<file path="config.mk">
export PLATFORM = sky130hd
export DESIGN_NAME = disp_arbiter
export DESIGN_NICKNAME = d
export VERILOG_FILES = /design/src/rtl/disp_arbiter.sv
export SDC_FILE = /design/constraint.sdc
export NUM_CORES = 1
export LEC_CHECK = 0
export BUFFER_PORTS_ARGS = -buffer_cell sky130_fd_sc_hd__buf_2
export CAP_MARGIN = 20
export CORE_AREA = 2 2 118 74
export CTS_BUF_LIST = sky130_fd_sc_hd__clkbuf_8 sky130_fd_sc_hd__clkbuf_16
export CTS_CLUSTER_SIZE = 16
export DETAILED_ROUTE_END_ITERATION = 7
export DIE_AREA = 0 0 120 76
export PLACE_DENSITY = 0.55
export REMOVE_ABC_BUFFERS = 1
export SLEW_MARGIN = 20
export SYNTH_ARGS = -nofsm -noshare
export SYNTH_HDL_FRONTEND = slang
export SYNTH_SLANG_ARGS = --single-unit
</file>
<file path="constraint.sdc">
create_clock -name clk -period 3.22 [get_ports clk]
set_input_delay 0.161 -clock clk [delete_from_list [all_inputs] [get_ports clk]]
set_output_delay 0.161 -clock clk [all_outputs]
set_load 0.05 [all_outputs]
</file>
<file path="src/rtl/disp_arbiter.sv">
// disp_arbiter: fixed-priority owner selection for the shared 4-digit display.
// Priority ERROR > RESULT > ENTRY, with a minimum hold time for RESULT/ERROR.
// Optional error blink is compiled in with `define DISP_ARBITER_ERR_BLINK_EN.
module disp_arbiter #(
  parameter logic [23:0] HOLD_CYCLES  = 24'd10_000_000,
  parameter logic [23:0] BLINK_CYCLES = 24'd5_000_000
) (
  input  logic        clk,
  input  logic        reset,
  input  logic        ent_valid,
  input  logic [15:0] ent_data,
  input  logic        res_valid,
  input  logic [15:0] res_data,
  input  logic        err_valid,
  input  logic [15:0] err_data,
  output logic        ent_ack,
  output logic        res_ack,
  output logic        err_ack,
  input  logic        clear,
  output logic [15:0] displayed_number,
  output logic        display_sel,
  output logic        dp,
  output logic [1:0]  owner
);

  typedef enum logic [1:0] {
    IDLE   = 2'd0,
    ENTRY  = 2'd1,
    RESULT = 2'd2,
    ERROR  = 2'd3
  } state_t;

  // A zero hold is treated as "no hold" rather than wrapping the counter.
  localparam logic [23:0] HOLD_LOAD = (HOLD_CYCLES == 24'd0) ? 24'd0 : 24'(HOLD_CYCLES - 24'd1);

  state_t      state, state_n;
  logic [23:0] hold_cnt, hold_n;
  logic [15:0] disp_n;
  logic        ent_ack_n, res_ack_n, err_ack_n;
  logic        res_ok, ent_ok;
  logic        win_err, win_res, win_ent;

`ifdef DISP_ARBITER_ERR_BLINK_EN
  localparam logic [23:0] BLINK_LAST = (BLINK_CYCLES == 24'd0) ? 24'd0 : 24'(BLINK_CYCLES - 24'd1);

  logic [15:0] err_code, err_code_n;
  logic [23:0] blink_cnt, blink_cnt_n;
  logic        blink_ph, blink_ph_n;
`endif

  assign owner = state;

  // Winner selection: error always eligible; lower priority needs expired hold.
  always_comb begin
    res_ok  = (state != ERROR) || (hold_cnt == 24'd0);
    ent_ok  = (state == IDLE) || (state == ENTRY) || (hold_cnt == 24'd0);
    win_err = err_valid;
    win_res = res_valid && res_ok && !win_err;
    win_ent = ent_valid && ent_ok && !win_err && !win_res;
  end

  // Next-state, hold counter, capture and ack generation.
  always_comb begin
    state_n   = state;
    hold_n    = (hold_cnt == 24'd0) ? 24'd0 : 24'(hold_cnt - 24'd1);
    disp_n    = displayed_number;
    ent_ack_n = 1'b0;
    res_ack_n = 1'b0;
    err_ack_n = 1'b0;
`ifdef DISP_ARBITER_ERR_BLINK_EN
    err_code_n  = err_code;
    blink_cnt_n = 24'd0;
    blink_ph_n  = 1'b0;
    if (state == ERROR) begin
      if (blink_cnt == BLINK_LAST) begin
        blink_ph_n = ~blink_ph;
        disp_n     = blink_ph_n ? 16'hEEEE : err_code;
      end else begin
        blink_cnt_n = 24'(blink_cnt + 24'd1);
        blink_ph_n  = blink_ph;
      end
    end
`endif
    if (clear) begin
      state_n = IDLE;
      hold_n  = 24'd0;
      disp_n  = 16'h0000;
`ifdef DISP_ARBITER_ERR_BLINK_EN
      blink_cnt_n = 24'd0;
      blink_ph_n  = 1'b0;
`endif
    end else if (win_err) begin
      state_n   = ERROR;
      hold_n    = HOLD_LOAD;
      disp_n    = err_data;
      err_ack_n = 1'b1;
`ifdef DISP_ARBITER_ERR_BLINK_EN
      err_code_n  = err_data;
      blink_cnt_n = 24'd0;
      blink_ph_n  = 1'b0;
`endif
    end else if (win_res) begin
      state_n   = RESULT;
      hold_n    = HOLD_LOAD;
      disp_n    = res_data;
      res_ack_n = 1'b1;
`ifdef DISP_ARBITER_ERR_BLINK_EN
      blink_cnt_n = 24'd0;
      blink_ph_n  = 1'b0;
`endif
    end else if (win_ent) begin
      state_n   = ENTRY;
      hold_n    = 24'd0;
      disp_n    = ent_data;
      ent_ack_n = 1'b1;
`ifdef DISP_ARBITER_ERR_BLINK_EN
      blink_cnt_n = 24'd0;
      blink_ph_n  = 1'b0;
`endif
    end
  end

  // State and registered outputs.
  always_ff @(posedge clk or negedge reset) begin
    if (!reset) begin
      state            <= IDLE;
      hold_cnt         <= 24'd0;
      displayed_number <= 16'h0000;
      display_sel      <= 1'b0;
      dp               <= 1'b0;
      ent_ack          <= 1'b0;
      res_ack          <= 1'b0;
      err_ack          <= 1'b0;
    end else begin
      state            <= state_n;
      hold_cnt         <= hold_n;
      displayed_number <= disp_n;
      display_sel      <= (state_n != IDLE);
      dp               <= (state_n == RESULT);
      ent_ack          <= ent_ack_n;
      res_ack          <= res_ack_n;
      err_ack          <= err_ack_n;
    end
  end

`ifdef DISP_ARBITER_ERR_BLINK_EN
  // Blink phase counter and captured error code.
  always_ff @(posedge clk or negedge reset) begin
    if (!reset) begin
      err_code  <= 16'h0000;
      blink_cnt <= 24'd0;
      blink_ph  <= 1'b0;
    end else begin
      err_code  <= err_code_n;
      blink_cnt <= blink_cnt_n;
      blink_ph  <= blink_ph_n;
    end
  end
`endif

endmodule

</file>
==> results of run 1 <==
[final cells by class]
| cell class | count | area (sq um) | area share, % |
|---|---|---|---|
| multi-input combinational | 179 | 1470 | 42.5 |
| sequential | 47 | 1180 | 33.9 |
| timing repair buffer | 90 | 500 | 14.4 |
| tap | 112 | 140 | 4.04 |
| clock buffer | 5 | 125 | 3.61 |
| clock inverter | 2 | 37.5 | 1.08 |
| inverter | 4 | 15.0 | 0.433 |
[state kept, by name (all words and copies together), names as in the netlist]
signal            flops
display_sel           1
hold_cnt             24
res_ack               1
ent_ack               1
owner                 2
displayed_number     16
dp                    1
err_ack               1
[stage by stage]
step	hold WS, ns	instances
finish	0.137	439
detailed placement	0.266	431
global placement	0.262	431
CTS	0.125	439
global route	0.159	439
floorplan	-0.135	230
[critical path: stages, from the launching register on]
cell     delay, ns
dfrtp_1       0.42
or4_4         0.57
or3_4         0.44
o41ai_4       0.58
a31oi_2       0.45
o21ai_0       0.21
[synthesized netlist by cell type (2+ instances only)]
cell type / number
a21oi_1: 4
o21ai_0: 9
a2bb2oi_2: 9
xnor2_1: 12
nand2b_1: 3
xor2_1: 9
o221ai_1: 7
o221ai_2: 9
or4_1: 2
o21ai_2: 7
buf_6: 2
nor3_1: 10
or2_2: 2
inv_1: 4
o21ai_1: 2
nor4_1: 3
a2bb2oi_1: 7
buf_4: 2
nand2_1: 5
nor2b_1: 2
o221a_2: 15
and2_1: 2
nand3_1: 5
and3_1: 2
dfrtp_1: 47
a22oi_1: 16
nand4_1: 2
nor2_1: 15
clkbuf_1: 13
or3_1: 3
[worst paths after layout]
path / endpoint / depth (start not counted)
min reg2reg: hold_cnt[0]$_DFF_PN0_ / 1
max in group asynchronous: hold_cnt[5]$_DFF_PN0_ / 3
min in group asynchronous: displayed_number[8]$_DFFE_PN0P_ / 2
max reg2reg: hold_cnt[23]$_DFF_PN0_ / 5
min: owner[0]$_DFF_PN0_ / 2
max: hold_cnt[23]$_DFF_PN0_ / 5
[power by group]
| group | internal, uW | switching [uW] |
|---|---|---|
| sequential | 644 | 41.9 |
| combinational | 155 | 267 |
| clock | 362 | 232 |
| total | 1160 | 540 |
[layer usage]
| metal | wire length (um) | global-route usage, % | up-vias |
|---|---|---|---|
| met5 | 0 | 0 | - |
| met4 | 58 | 4.12 | 0 |
| met3 | 422 | 3.59 | 6 |
| met2 | 3070 | 22.2 | 69 |
| met1 | 3820 | 26.5 | 1127 |
| li1 | - | - | 1132 |
[kinds of logic (layout without fill, tap and decap cells)]
kind of cell	Yosys count	in the layout	synth area share [%]
AOI/OAI and AO/OA	94	94	33.5
and+or+nand+nor	63	63	12.7
DFF	47	47	42.8
buffers and inverters	22	101	3.87
xor gates and xnor gates	21	21	6.69
adders and majority gates	1	1	0.455
==> flow_metrics.tcl, run 1 <==
set metrics [dict create \
    placed_cell_area_sq_um 3290 \
    synth-async-reset-ratio_pct 100 \
    r2r_start "hold_cnt[3]$_DFF_PN0_" \
    grt_pass1_wl_um 12100 \
    fin_crit_sh_pct 85.8 \
    grt_pass1_vias 2236 \
    clk_path_buf_depth 2 \
    numCtsBuffers 5 \
    drv_slew 0 \
    fin_ws_ns 0.457 \
    fin_skew_ns 0.00853 \
    start_kind "register" \
    ys_ff_latch 47 \
    critPathLaunch "hold_cnt[3]$_DFF_PN0_" \
    grt_usage_pct 16.6 \
    grt_max_degree 32 \
    avgSynthCellArea_sq_um 11.1 \
    coreArea_sq_um 8170 \
    vias 2334 \
    synth_largest_area_cell "dfrtp_1" \
    crit_fanout 15 \
    synth-main-ff-cell "dfrtp_1" \
    h-tree-depth 2 \
    postSynthCellCount 248 \
    row_count 26 \
    area_delta_synth_final_pct 26.2 \
    dieArea_sq_um 9120 \
    wl_per_cell_um 16.8 \
    slew_headroom_pct 26.7 \
    path_clk_slew_ns 0.06 \
    cts_resized 0 \
    synth-edff-count 0 \
    max_freq_mhz 362 \
    dpl.hpwl_um 5350 \
    cap_violations 0 \
    power_uw 1700 \
    place_worst_setup_slack_ns 0.466 \
    hold_class "in -> reg" \
    die_w_um 120 \
    hold_violations 0 \
    cts_setup_buffers 0 \
    p_per_area_nw_per_um2 491 \
    grt_overflow 0 \
    synth_cell_types 48 \
    drt_iter0_drc 137 \
    start_util_pct 33.7 \
    fin_nets 382 \
    arrival_ns 2.96 \
    ir_drop_mv 0.302 \
    io_buffers 76 \
    final_area_sq_um 3470 \
    synth-seq-area-share_pct 42.8 \
    hold_buffers 1 \
    clockRootBuffer "clkbuf_16" \
    synthTopCellsByArea "dfrtp_1 43%, o221a_2 6.1%, a2bb2oi_2 4.9%, o221ai_2 4.9%, a22oi_1 4.4%" \
    layout_commonest_cell "buf_2" \
    cts_tree "built" \
    die_h_um 76 \
    final_cell_mix "76 x buf_2, 47 x dfrtp_1, 16 x a22oi_1, 15 x nor2_1, 15 x o221a_2" \
    via_per_inst 5.32 \
    num_antenna_cells 0 \
    insertion_delay_ns 0.30 \
    end_kind "register" \
    period_needed_ns 2.76 \
    fill_cells 780 \
    yosys_warnings 0 \
    setup_viol 0 \
    clock-sinks 47 \
    synthesis.area_sq_um 2750 \
    synth_top_area_share_pct 42.8 \
    drc 0 \
    worst_pin_slew_ns 1.10 \
    routabilityCongestion 0.754 \
    ant_nets 0 \
    routed_wl_um 7370 \
    fin_util_pct 42.5 \
    crit_required_ns 3.42 \
    finalSetupTns_ns 0 \
    first_pass_iters 4 \
    drive_gt1_share_pct 45.0 \
    ios 77 \
    rsz0062_at_grt "no" \
    status "completed" \
    antenna_found_initial 0 \
    path_class "reg -> reg" \
    hold_start "clear" \
    leakage_uw 0.00145 \
    r2r_slack_ns 0.46 \
]
Power figures use the tool's default switching activity.
==> inputs of run 2 (changes only) <==
==> constraint.sdc (replaced) <==
create_clock -name clk -period 3.22 [get_ports clk]
set_input_delay 0.483 -clock clk [delete_from_list [all_inputs] [get_ports clk]]
set_output_delay 0.483 -clock clk [all_outputs]
set_load 0.05 [all_outputs]
==> flow_metrics.tcl, run 2 (synthesized netlist as in run 1, its figures left out) <==
set metrics [dict create \
    status "completed" \
    hold_violations 0 \
    cts_setup_buffers 0 \
    leakage_uw 0.00144 \
    crit_fanout 12 \
    h-tree-depth 2 \
    routabilityCongestion 0.737 \
    num_antenna_cells 0 \
    final_area_sq_um 3440 \
    start_util_pct 33.7 \
    io_buffers 76 \
    p_sw_uw 547 \
    start_kind "register" \
    clk_path_buf_depth 2 \
    first_pass_iters 4 \
    seqPwrFrac_pct 41.4 \
    setup_viol 0 \
    cts_tree "built" \
    grt_overflow 0 \
    drv_slew 0 \
    slew_headroom_pct 45.5 \
    via_per_inst 5.29 \
    vias 2326 \
    hold_class "in -> async" \
    layout_commonest_cell "buf_2" \
    ant_nets 0 \
    grt_usage_pct 16.7 \
    max_freq_mhz 370 \
    fin_nets 382 \
    insertion_delay_ns 0.30 \
    drive_gt1_share_pct 45.4 \
    wl_per_cell_um 16.5 \
    fin_crit_sh_pct 83.9 \
    die_w_um 120 \
    hold_buffers 0 \
    drt_iter0_drc 145 \
    end_kind "register" \
    antenna_found_initial 0 \
    grt_pass1_wl_um 12000 \
    largest_reg_flops 24 \
    routed_wl_um 7250 \
    p_int_uw 1110 \
    path_clk_slew_ns 0.07 \
    clockRootBuffer "clkbuf_16" \
    clock-sinks 47 \
    crit_required_ns 3.45 \
    placed_cell_area_sq_um 3280 \
    p_sw_share_pct 33.1 \
    die_h_um 76 \
    row_count 26 \
    p_per_area_nw_per_um2 480 \
    dpl.cell_count 431 \
    cap_violations 0 \
    coreArea_sq_um 8170 \
    share_clk_of_total_power_pct 33.2 \
    path_class "reg -> reg" \
    area_delta_synth_final_pct 25.4 \
    numCtsBuffers 5 \
    final_cell_mix "76 x buf_2, 47 x dfrtp_1, 16 x a22oi_1, 15 x nor2_1, 15 x o221a_2" \
    period_needed_ns 2.70 \
    rsz0062_at_grt "no" \
    cts_resized 0 \
    finalSetupTns_ns 0 \
    finalNonFillerCells 440 \
    combPwrFrac_pct 25.4 \
    dieArea_sq_um 9120 \
    drc 0 \
    fin_skew_ns 0.0109 \
    regMostFlops "hold_cnt" \
    ios 77 \
    grt_pass1_vias 2252 \
    grt_max_degree 30 \
    ir_drop_mv 0.235 \
    dpl.hpwl_um 5260 \
    arrival_ns 2.93 \
    worst_pin_slew_ns 0.816 \
]
-- run 2: power groups by stage --
stage / Sequential [uW] / Combinational, uW / Clock (uW)
after floorplan: 798 / 177 / 0
after global placement: 695 / 417 / 0
after detailed placement: 696 / 420 / 0
after CTS: 685 / 422 / 564
after global routing: 693 / 453 / 593
final: 686 / 420 / 549
-- run 2: worst paths after layout --
path	depth (start not counted)	end	startpoint	slack (ns)
min reg2reg	1	hold_cnt[0]$_DFF_PN0_	hold_cnt[0]$_DFF_PN0_	0.49
min in group clk	2	display_sel$_DFF_PN0_	clear	0.45
max	6	displayed_number[4]$_DFFE_PN0P_	hold_cnt[3]$_DFF_PN0_	0.52
min	1	displayed_number[10]$_DFFE_PN0P_	reset	0.14
max in group asynchronous	2	hold_cnt[0]$_DFF_PN0_	reset	2.30
max reg2reg	6	displayed_number[4]$_DFFE_PN0P_	hold_cnt[3]$_DFF_PN0_	0.52
-- run 2: layer usage --
| layer | vias up | part of all wire [%] | GRT usage [%] | wire length (um) |
|---|---|---|---|---|
| met2 | 64 | 41 | 22.1 | 2970 |
| met4 | 0 | 1.0 | 4.82 | 76 |
| li1 | 1143 | - | - | - |
| met3 | 7 | 6.0 | 3.44 | 436 |
| met5 | - | 0 | 0 | 0 |
| met1 | 1112 | 52 | 26.7 | 3770 |
-- run 2: area by class of cell --
type,count,area [sq um]
inverters,4,15.0
clock inverters,2,16.3
repair buffers,90,485
flip-flops and latches,47,1180
well taps,112,140
multi-input cells,179,1470
fillers,779,4720
clock buffers,6,139
-- run 2: worst max-delay path: stages, from the launching register on --
cell	delay (ns)
dfrtp_1	0.42
or4_4	0.56
or3_4	0.43
o41ai_4	0.56
buf_4	0.33
o221ai_1	0.15
a2bb2oi_1	0.17
-- run 2: per-stage QoR --
step           hold WS (ns)  setup WS (ns)  util, %  total power [uW]
6_report              0.138          0.518     42.2              1650
4_1_cts               0.149          0.485     42.1              1670
3_5_place_dp          0.473          0.494     40.2              1120
3_3_place_gp          0.469          0.570     40.2              1110
2_1_floorplan         0.187         0.0884        -               975
5_1_grt               0.149          0.393     42.2              1740
==> inputs of run 3 (changes only) <==
- ABC_AREA: not set -> 1
- CORE_AREA: 2 2 118 74 -> 2 2 117 74
- DIE_AREA: 0 0 120 76 -> 0 0 119 76
- PLACE_DENSITY: 0.55 -> 0.58
- clock period: 3.22 -> 2.3 ns (I/O delays scaled with it)
==> flow_metrics.tcl, run 3 <==
set metrics [dict create \
    yosys_warnings 0 \
    antenna_found_initial 0 \
    coreArea_sq_um 8100 \
    hold_start "clear" \
    drive_gt1_share_pct 26.3 \
    critPathLaunch "hold_cnt[0]$_DFF_PN0_" \
    routed_wl_um 6150 \
    leakage_uw 0.00176 \
    max_freq_mhz 491 \
    via_per_inst 4.34 \
    synth-main-ff-cell "dfrtp_1" \
    status "completed" \
    ir_drop_mv 0.358 \
    regArea_sq_um 1180 \
    synthTopCellsByArea "dfrtp_1 43%, nor2_1 14%, nand2_1 10%, inv_1 4.3%, xor2_1 4.2%" \
    drt_iter0_drc 112 \
    dpl.hpwl_um 4550 \
    clk_path_buf_depth 2 \
    synth_cell_types 25 \
    synth.most_common_cell "nor2_1" \
    rsz0062_at_grt "no" \
    grt_pass1_vias 2330 \
    power_uw 2270 \
    finalSetupTns_ns 0 \
    dieArea_sq_um 9040 \
    area_delta_synth_final_pct 23.0 \
    regMostFlops "hold_cnt" \
    synth-edff-count 0 \
    numCtsBuffers 5 \
    wl_per_cell_um 11.1 \
    largest_reg_flops 24 \
    ys_ff_latch 47 \
    arrival_ns 2.21 \
    layout_commonest_cell "nor2_1" \
    worst_pin_slew_ns 0.577 \
    crit_fanout 32 \
    multi_input_area_sq_um 1340 \
    synth_largest_area_cell "dfrtp_1" \
    grt_usage_pct 14.5 \
    fin_crit_sh_pct 88.6 \
    die_w_um 119 \
    setup_viol 0 \
    routabilityCongestion 0.798 \
    start_kind "register" \
    synth-seq-area-share_pct 43.3 \
    synth_top_area_share_pct 43.3 \
    start_util_pct 33.6 \
    path_class "reg -> reg" \
    cpLargestDelayFamily "simple AND/OR/NAND/NOR gates" \
    die_h_um 76 \
    end_kind "register" \
    period_needed_ns 2.04 \
    synth-async-reset-ratio_pct 100 \
    hold_violations 0 \
    path_clk_slew_ns 0.07 \
    cp_cell_sequence "inv_1 -> ha_1 -> nand2_2 -> nor2_4 -> nand3_4 -> nand2_1 -> nand2_2 -> nand3_4 -> nand2_1 -> nor2_1 -> nor2_1" \
    fin_skew_ns 0.00342 \
    row_count 26 \
    grt_pass1_wl_um 11000 \
    drc 0 \
    synthesis.area_sq_um 2720 \
    crit_required_ns 2.48 \
    final_cell_mix "102 x nor2_1, 76 x buf_2, 75 x nand2_1, 47 x dfrtp_1, 31 x inv_1" \
    drv_slew 0 \
    h-tree-depth 2 \
    io_buffers 76 \
    worst-path-buf-inv 1 \
    slowest_stage "dfrtp_1" \
    ant_nets 0 \
    first_pass_iters 4 \
    grt_max_degree 46 \
    cts_resized 0 \
    grt_overflow 0 \
    slowest_delay_ns 0.37 \
    clock-sinks 47 \
    clockRootBuffer "clkbuf_16" \
    fill_cells 847 \
    insertion_delay_ns 0.29 \
    synth_commonest_cells "103 x nor2_1, 75 x nand2_1, 47 x dfrtp_1" \
    cap_violations 0 \
    slew_headroom_pct 61.6 \
    hold_class "in -> reg" \
    cts_tree "built" \
    fin_nets 495 \
    p_per_area_nw_per_um2 678 \
    num_antenna_cells 0 \
    vias 2402 \
    r2r_start "hold_cnt[0]$_DFF_PN0_" \
    avgSynthCellArea_sq_um 7.47 \
    postSynthCellCount 364 \
    ios 77 \
]
run 3: cell types whose count changed after synthesis, sizes merged, moves of 16 or more:
cell	delta
o221a	-16
inv	+28
a2bb2oi	-16
nand2	+75
nor2	+94
nand3	+19
a22oi	-16
o221ai	-16
run 3: through the flow:
step / area, sq um / utilization (%) / worst slack [ns] / instances / hold WS, ns
final: 3340 / 41.3 / 0.262 / 553 / 0.317
after global routing: 3340 / 41.3 / 0.0743 / 553 / 0.321
after CTS: 3340 / 41.3 / 0.241 / 553 / 0.316
after global placement: 3190 / 39.4 / 0.354 / 544 / 0.138
after detailed placement: 3190 / 39.4 / 0.264 / 544 / 0.140
after floorplan: 2630 / - / 0.0518 / 351 / 0.0494
run 3: final cells by class:
| type | instances | share of cell area (%) |
|---|---|---|
| well taps | 112 | 4.19 |
| clock inverters | 3 | 0.599 |
| flip-flops and latches | 47 | 35.2 |
| inverters | 32 | 3.59 |
| multi-input cells | 272 | 39.9 |
| repair buffers | 82 | 12.8 |
| clock buffers | 5 | 3.74 |
run 3: cell families (layout without fill, tap and decap cells):
| family | count (synthesis) | in the layout | synth area share (%) |
|---|---|---|---|
| AOI/OAI and AO/OA | 30 | 30 | 6.90 |
| DFF | 47 | 47 | 43.3 |
| xor gates and xnor gates | 21 | 21 | 6.76 |
| buffers and inverters | 45 | 122 | 7.73 |
| and+or+nand+nor | 220 | 220 | 34.9 |
| adders and majority gates | 1 | 1 | 0.460 |
run 3: worst paths after layout:
kind / to / slack (ns) / depth (start not counted)
max in group asynchronous: displayed_number[14]$_DFFE_PN0P_ / 1.17 / 3
min in group asynchronous: displayed_number[8]$_DFFE_PN0P_ / 0.38 / 2
worst min register to register: hold_cnt[0]$_DFF_PN0_ / 0.48 / 1
worst min-delay path: ent_ack$_DFF_PN0_ / 0.32 / 2
worst max register to register: displayed_number[8]$_DFFE_PN0P_ / 0.26 / 11
worst max-delay path: displayed_number[8]$_DFFE_PN0P_ / 0.26 / 11
run 3: power breakdown:
group          leakage (uW)  internal [uW]  switching, uW
Combinational       0.00110            180            412
Sequential         0.000593            905           57.0
Clock             0.0000658            401            313
Total               0.00176           1490            782
run 3: routing by layer:
metal	GRT usage (%)	vias up	part of all wire, %
met5	0	-	0
met2	21.4	36	42
li1	-	1272	-
met3	4.04	6	4.1
met4	2.74	0	1.0
met1	21.4	1088	53
run 3: timing repair:
item	4_1_cts	5_1_grt
endpoints found under the hold margin	2	0
hold buffers	1	0
buffers inserted	0	0
